File: src/rtl/rf_op_sequencer.sv
// Three-cycle (IDLE/EXEC/WB) two-operand operation sequencer driving a register file.
// Optional condition flags output compiled in with RF_OP_SEQUENCER_FLAGS_EN.
module rf_op_sequencer #(
    parameter int WIDTH = 16,
    parameter int NREGS = 16
) (
    input  logic             clk,
    input  logic             reset,
    input  logic             op_valid,
    output logic             op_ready,
    input  logic [2:0]       op_code,
    input  logic [3:0]       op_rdest,
    input  logic [3:0]       op_rsrc,
    input  logic [7:0]       op_imm,
    output logic [3:0]       raddrA,
    output logic [3:0]       raddrB,
    input  logic [WIDTH-1:0] rdataA,
    input  logic [WIDTH-1:0] rdataB,
    output logic [WIDTH-1:0] wdata,
    output logic [NREGS-1:0] regEnable,
    output logic             done,
`ifdef RF_OP_SEQUENCER_FLAGS_EN
    output logic [4:0]       flags,
`endif
    output logic [1:0]       state_dbg
);

    localparam logic [2:0] OP_ADD  = 3'b000;
    localparam logic [2:0] OP_SUB  = 3'b001;
    localparam logic [2:0] OP_AND  = 3'b010;
    localparam logic [2:0] OP_OR   = 3'b011;
    localparam logic [2:0] OP_XOR  = 3'b100;
    localparam logic [2:0] OP_MOV  = 3'b101;
    localparam logic [2:0] OP_MOVI = 3'b110;
    localparam logic [2:0] OP_CMP  = 3'b111;

    typedef enum logic [1:0] {
        S_IDLE = 2'd0,
        S_EXEC = 2'd1,
        S_WB   = 2'd2
    } state_t;

    // Handshake: a request transfers on a rising edge where op_valid && op_ready;
    // op_ready is high only in IDLE and out of reset, and requests are never queued.
    state_t state, state_nxt;

    logic [2:0]       code_q;
    logic [3:0]       rdest_q;
    logic [3:0]       rsrc_q;
    logic [7:0]       imm_q;
    logic [WIDTH-1:0] result_q;
    logic [WIDTH-1:0] alu_res;
    logic             accept;

    assign accept = op_valid && op_ready;

    always_ff @(posedge clk or negedge reset) begin
        if (!reset) state <= S_IDLE;
        else        state <= state_nxt;
    end

    always_comb begin
        state_nxt = state;
        op_ready  = 1'b0;
        done      = 1'b0;
        regEnable = '0;
        case (state)
            S_IDLE: begin
                op_ready = reset;
                if (op_valid && reset) state_nxt = S_EXEC;
            end
            S_EXEC: state_nxt = S_WB;
            S_WB: begin
                done      = 1'b1;
                state_nxt = S_IDLE;
                if (code_q != OP_CMP) regEnable = NREGS'(1) << rdest_q;
            end
            default: state_nxt = S_IDLE;
        endcase
    end

    assign raddrA    = rdest_q;
    assign raddrB    = rsrc_q;
    assign wdata     = result_q;
    assign state_dbg = state;

    always_comb begin
        alu_res = result_q;
        case (code_q)
            OP_ADD:  alu_res = rdataA + rdataB;
            OP_SUB:  alu_res = rdataA - rdataB;
            OP_AND:  alu_res = rdataA & rdataB;
            OP_OR:   alu_res = rdataA | rdataB;
            OP_XOR:  alu_res = rdataA ^ rdataB;
            OP_MOV:  alu_res = rdataB;
            OP_MOVI: alu_res = {{(WIDTH-8){1'b0}}, imm_q};
            default: alu_res = result_q;
        endcase
    end

    always_ff @(posedge clk or negedge reset) begin
        if (!reset) begin
            code_q   <= '0;
            rdest_q  <= '0;
            rsrc_q   <= '0;
            imm_q    <= '0;
            result_q <= '0;
        end else begin
            if (accept) begin
                code_q  <= op_code;
                rdest_q <= op_rdest;
                rsrc_q  <= op_rsrc;
                imm_q   <= op_imm;
            end
            // CMP keeps the previous result since it never writes back.
            if (state == S_EXEC) result_q <= alu_res;
        end
    end

`ifdef RF_OP_SEQUENCER_FLAGS_EN
    // flags = {C, L, F, Z, N}; C on SUB is the borrow (A < B unsigned).
    logic [WIDTH:0] add_full;
    logic [WIDTH:0] sub_full;
    logic           a_msb, b_msb;

    assign add_full = {1'b0, rdataA} + {1'b0, rdataB};
    assign sub_full = {1'b0, rdataA} - {1'b0, rdataB};
    assign a_msb    = rdataA[WIDTH-1];
    assign b_msb    = rdataB[WIDTH-1];

    always_ff @(posedge clk or negedge reset) begin
        if (!reset) begin
            flags <= '0;
        end else if (state == S_EXEC) begin
            case (code_q)
                OP_ADD: begin
                    flags[4] <= add_full[WIDTH];
                    flags[2] <= (a_msb == b_msb) && (add_full[WIDTH-1] != a_msb);
                end
                OP_SUB: begin
                    flags[4] <= sub_full[WIDTH];
                    flags[2] <= (a_msb != b_msb) && (sub_full[WIDTH-1] != a_msb);
                end
                OP_CMP: begin
                    flags[1] <= (rdataA == rdataB);
                    flags[3] <= (rdataA < rdataB);
                    flags[0] <= ($signed(rdataA) < $signed(rdataB));
                end
                default: flags <= flags;
            endcase
        end
    end
`endif

endmodule

File: config.mk
export PLATFORM = sky130hd
export DESIGN_NAME = rf_op_sequencer
export DESIGN_NICKNAME = d
export VERILOG_FILES = /design/src/rtl/rf_op_sequencer.sv
export SDC_FILE = /design/constraint.sdc
export NUM_CORES = 1
export LEC_CHECK = 0
export CAP_MARGIN = 10
export CORE_ASPECT_RATIO = 0.9
export CORE_MARGIN = 3
export CORE_UTILIZATION = 25
export DETAILED_ROUTE_END_ITERATION = 7
export PLACE_DENSITY = 0.46
export SLEW_MARGIN = 20
export SYNTH_ARGS = -nofsm -noshare
export SYNTH_HDL_FRONTEND = slang
export SYNTH_SLANG_ARGS = --single-unit
File: constraint.sdc
create_clock -name clk -period 2.6 [get_ports clk]
set_input_delay 0.52 -clock clk [delete_from_list [all_inputs] [get_ports clk]]
set_output_delay 0.52 -clock clk [all_outputs]
set_load 0.01 [all_outputs]
== Word-level counts from Yosys, hierarchy flattened ==
Index checks and enable logic that the tools add are counted.

* $add $sub $neg: 2
* Equal/unequal tests: 10
* Shift-type cells: 1
* Multiplexer cells: 7
* Bitwise logic cells: 3
* Reduce and logical (&&, ||, !) cells: 6

{| class="wikitable"
|+ Operator list
! cell !! count
|-
| 16-bit case mux with 7 select lines || 1
|-
| 16-bit 2-to-1 mux || 2
|-
| 16-bit adder || 1
|-
| 16-bit bitwise AND || 1
|-
| 16-bit OR || 1
|-
| 1-bit by 4-bit left shift with 16-bit output, first input constant || 1
|-
| 16-bit subtractor || 1
|-
| 16-bit bitwise XOR || 1
|-
| 3-bit equality test, second input constant || 3
|-
| 7-bit nonzero test || 1
|-
| 3-bit by 2-bit equality test with 1-bit output, second input constant || 2
|-
| 2-bit case mux with 2 select lines || 1
|-
| 3-bit by 1-bit equality test with 1-bit output, second input constant || 1
|-
| 3-bit zero test || 1
|-
| 3-bit inequality test, second input constant || 1
|-
| 2-bit by 1-bit equality test with 1-bit output, second input constant || 1
|-
| 2-bit equality test, second input constant || 1
|-
| 1-bit logical AND || 2
|-
| 2-bit zero test || 1
|-
| 1-bit 2-to-1 mux || 2
|-
| 2-bit 2-to-1 mux || 1
|-
| 2-bit inequality test, second input constant || 1
|-
| 2-bit AND reduction || 1
|}

* Register bits after elaboration: 37
* Input port bits: 54
* Output and inout port bits: 44
* Logic and storage cells: 35

== Depth between registers and ports, before layout ==
* Depth after elaboration: 3
* Depth in mapped cells: 14
* Gate-level depth less buffers: 14

== Worst setup path after synthesis ==
OpenSTA, ideal clock, no wires.

* Path type: register to register
* From: register code_q[1]
* To: register result_q[11] (netlist: wdata[11])
* Setup time: 65 ps
* Arrival: 2792 ps
* Required time: 2535 ps
* Path slack: -257 ps
* Stages on the path, launching flop included: 15
* Path buffers: 1
* Period minus slack after synthesis: 2857 ps
* Path through: dfrtp_1 clkinv_1 nand2_1 nor2_1 clkbuf_1 nor2_1 xnor2_1 ha_1 o21a_1 o31ai_1 a22o_2 o21a_2 xor2_1 a222oi_1 mux2_2

* Cells in the longest elaborated chain, start to end: 3
* Elaborated cells on any way between the ends: 10
* Classes of those cells: eq/ne (6); mux (1); reduce/logical (3)

{| class="wikitable"
|+ Ends and longest elaborated chain
! item !! RTL line !! text
|-
| from (decl) || 47 || <nowiki>logic [2:0] code_q;</nowiki>
|-
| from (signal assigned) || 110 || <nowiki>code_q <= op_code;</nowiki>
|-
| 3-bit equality test (tied with other cells) || 89 || <nowiki>case (code_q)</nowiki>
|-
| 7-bit nonzero test (no source line) || n/a ||
|-
| 2-bit AND reduction (no source line) || n/a ||
|-
| to (signal assigned) || 116 || <nowiki>if (state == S_EXEC) result_q <= alu_res;</nowiki>
|-
| to (decl) || 51 || <nowiki>logic [WIDTH-1:0] result_q;</nowiki>
|}

Several ways; a longest one is shown, not always the timed one.
A chain may end at the register's enable or synchronous reset.

== Worst setup path in the final report ==
* From: register code_q[2]
* To: register result_q[11] (netlist: wdata[11])

The elaborated chain is that of the path after synthesis.

==> flow_summary.yaml <==
run_status:
  outcome: "complete, but fails checks"
  violations: "negative setup slack"
layout:
  final_layout_size_suffix_gt1_frac: 0.292
  final_core_util: 0.408
  insertedDiodeCount: 0
  layout.nets: 716
  layout.cells.non_filler: 807
  postLayoutCellArea_um2: 5790
  area_growth_pct: 57.1
clock_network:
  cts_sinks: 37
  max-clock-path-buffers: 2
  cts_tree: "yes"
  deepest_level_of_the_cts_h_tree: 2
  clock_latency_ps: 290
  path_clk_slew_ps: 60
  numCtsBuffers: 5
  clockRootBuffer: "clkbuf_16"
setup_path:
  crit_end: "wdata[11]$_DFFE_PN0P_"
  crit_path_max_incr_delay_ps: 440
  register_to_register_setup_slack_ps: -170
  critical_path.slowest_cell: "dfrtp_2"
  worst_r2r_path_depth: 12
  timing.critical_path.required_ps: 2830
  timing_worst_setup_path_type: "reg2reg"
  rr_endpoint: "wdata[11]$_DFFE_PN0P_"
  startpoint: "code_q[2]$_DFFE_PN0P_"
  cp_max_fo: 5
  worst_path_dominant_cell_family: "compound AO/OA/AOI/OAI gates"
  worstReg2RegStart: "code_q[2]$_DFFE_PN0P_"
  worstPathBufferInverterCount: 1
  cp_data_arrival_time_ps: 3000
  startpoint_type: "flip-flop"
  cp.depth: 12
  setup.worst_path.end_class: "flip-flop"
  path_cells: "buf_6 > nor2_4 > nor2_1 > xnor2_1 > ha_2 > o21a_1 > o31ai_2 > a22o_2 > o21a_2 > xor2_1 > a222oi_1 > mux2_4"
routing:
  wl_per_cell_um: 15.8
  routed-via-count: 3791
  drtIter0Drc: 184
  postRouteAntennaNets: 0
  detail_route.wirelength_um: 12700
  via_per_inst: 4.70
  route.detailed.drc: 0
  number_of_iterations_in_the_first_detailed_routing_pass: 4
logic_synthesis:
  synth-edff-count: 0
  async_flop_share: 1.00
  ys_seq_elements: 37
  post_synth_num_cell_types: 58
  synth-warning-count: 0
  synth-seq-area-share: 0.251
  synth_common_cells: "ha_1, nor2_1, inv_1, dfrtp_1, nand2_1"
  syn_area_um2: 3690
  syn_avg_cell_area_um2: 8.52
  synth_top_flop_cell: "dfrtp_1"
  synth.largest_area_cell: "dfrtp_1"
  yosysMostFrequentCell: "ha_1"
  syn_nets: 536
  syn-instance-count: 433
  synth.top_cells.by_area: "dfrtp_1, ha_1, mux2_2, xnor2_1, nor2_1"
  synth_largest_type_area_fraction: 0.251
timing:
  hold_viol_final: 0
  finalWorstSetupSlack_ps: -167
  final.setup.tns_ps: -785
  timing_worst_slew_pin_value_ps: 639
  final_min_period_over_clock_period: 1.06
  setup_viol: 9
  max_freq_mhz: 361
  rsz0062_at_grt: "yes"
  slew_headroom: 0.574
  timing.final.max_slew_violations: 0
  finClkSkew_ps: 4.38
  worst_hold_slack_ps: 304
  post-route-min-period_ps: 2770
grt:
  overflow: 0
  grt_util_met1: 0.220
  grt_util_all_layers: 0.156
  highest_utilization_routing_layer_at_the_global_route_stage: "met2"
  initial_antenna_violation_count: 0
  grt_util_met3: 0.0216
  globalRouteMet2Util: 0.253
  grt_first_pass_wirelength_um: 20000
  grt_start_max_net_pins: 38
  first_global_vias: 3769
die:
  die_height_um: 121
  rows: 41
  dieArea_um2: 16200
  floorplan_core_area_um2: 14200
  die_w_um: 134
  io-pin-count: 98
  initial_utilization: 0.259
min_path:
  holdCritPathClass: "in2async"
place:
  port-buffer-count: 97
  postPlaceCellArea_um2: 5510
  half_perimeter_wire_length_after_detailed_placement_um: 10100
  dp_slack_ps: -983
  place_congestion: 0.842
  placedCellCount: 792
pwr:
  power.density_cell_area_nw_per_um2: 637
  ir_drop_mv: 0.219
  power.total_mw: 3.69
  power_leakage_nw: 2.61
run:
  max_cap_violations: 0
-- power by group --
part	internal, mW	switching (mW)
clock	0.352	0.243
combinational	1.14	1.06
sequential	0.754	0.140
-- worst min path at each step --
stage	startpoint	endpoint	slack [ps]
CTS	reset	wdata[15]$_DFFE_PN0P_	330
global route	reset	wdata[13]$_DFFE_PN0P_	350
finish	reset	raddrB[3]$_DFFE_PN0P_	300
floorplan	reset	code_q[0]$_DFFE_PN0P_	220
global placement	wdata[0]$_DFFE_PN0P_	wdata[0]$_DFFE_PN0P_	470
detailed placement	wdata[4]$_DFFE_PN0P_	wdata[4]$_DFFE_PN0P_	470
-- placed cells by master, fill, tap and decap left out, types with 3 or more instances in the layout --
| master | n |
|---|---|
| a21oi_1 | 24 |
| o22ai_1 | 8 |
| o21ai_1 | 5 |
| nand2b_1 | 5 |
| a31oi_1 | 9 |
| nor3_1 | 5 |
| a21o_1 | 6 |
| xor2_1 | 5 |
| dlygate4sd2_1 | 5 |
| ha_1 | 44 |
| mux2i_1 | 8 |
| a211oi_1 | 8 |
| o21ai_0 | 19 |
| mux2_2 | 18 |
| inv_2 | 5 |
| a21oi_2 | 4 |
| buf_6 | 3 |
| clkbuf_16 | 5 |
| a211oi_2 | 3 |
| nand3_1 | 5 |
| clkinv_2 | 3 |
| nand2_1 | 31 |
| nor2_1 | 38 |
| xnor2_1 | 21 |
| inv_1 | 34 |
| dfrtp_1 | 35 |
| nor2b_1 | 6 |
| buf_2 | 6 |
| clkdlybuf4s50_1 | 84 |
| o211ai_1 | 4 |
| buf_4 | 91 |
| a22o_1 | 3 |
| ha_2 | 3 |
| nand4_1 | 3 |
| a221oi_1 | 3 |
-- registers in the layout, indices dropped and copies added, names as in the netlist --
register / flops
wdata: 16
raddrB: 4
code_q: 3
raddrA: 4
state_dbg: 2
imm_q: 8
-- per-layer routing --
layer	wire length (um)	part of all wire
met5	0	0
met2	5810	0.46
met1	6040	0.48
met3	733	0.058
met4	137	0.011
-- final cells by class --
type	count	area [um2]
repair buffers	192	1660
clock inverters	2	10.0
clock buffers	6	129
inverters	40	151
well taps	193	241
fillers	1430	8420
multi-input cells	337	2670
flip-flops and latches	37	928
-- cells by family after synthesis --
logic type | Yosys count | synth area share
AO/OA/AOI/OAI | 120 | 0.215
multiplexers | 29 | 0.0886
flip-flops | 37 | 0.251
AND/OR/NAND/NOR | 113 | 0.140
buffers and inverters | 59 | 0.0750
XOR/XNOR | 26 | 0.0618
adder cells (fa/ha/maj) | 49 | 0.168
-- worst reg2reg max path, cell delays in order, from the launching register on --
cell and delay, ps:
dfrtp_2 440, buf_6 130, nor2_4 180, nor2_1 90, xnor2_1 140, ha_2 370, o21a_1 140, o31ai_2 80
a22o_2 250, o21a_2 220, xor2_1 140, a222oi_1 330, mux2_4 210
-- timing repair --
item,4_1_cts,5_1_grt
setup buffers,5,2
resized for setup,45,20
setup endpoints to repair,28,24
pin swaps,20,18
hold buffers,0,0
Note: power is estimated with default switching activity, not from simulation.
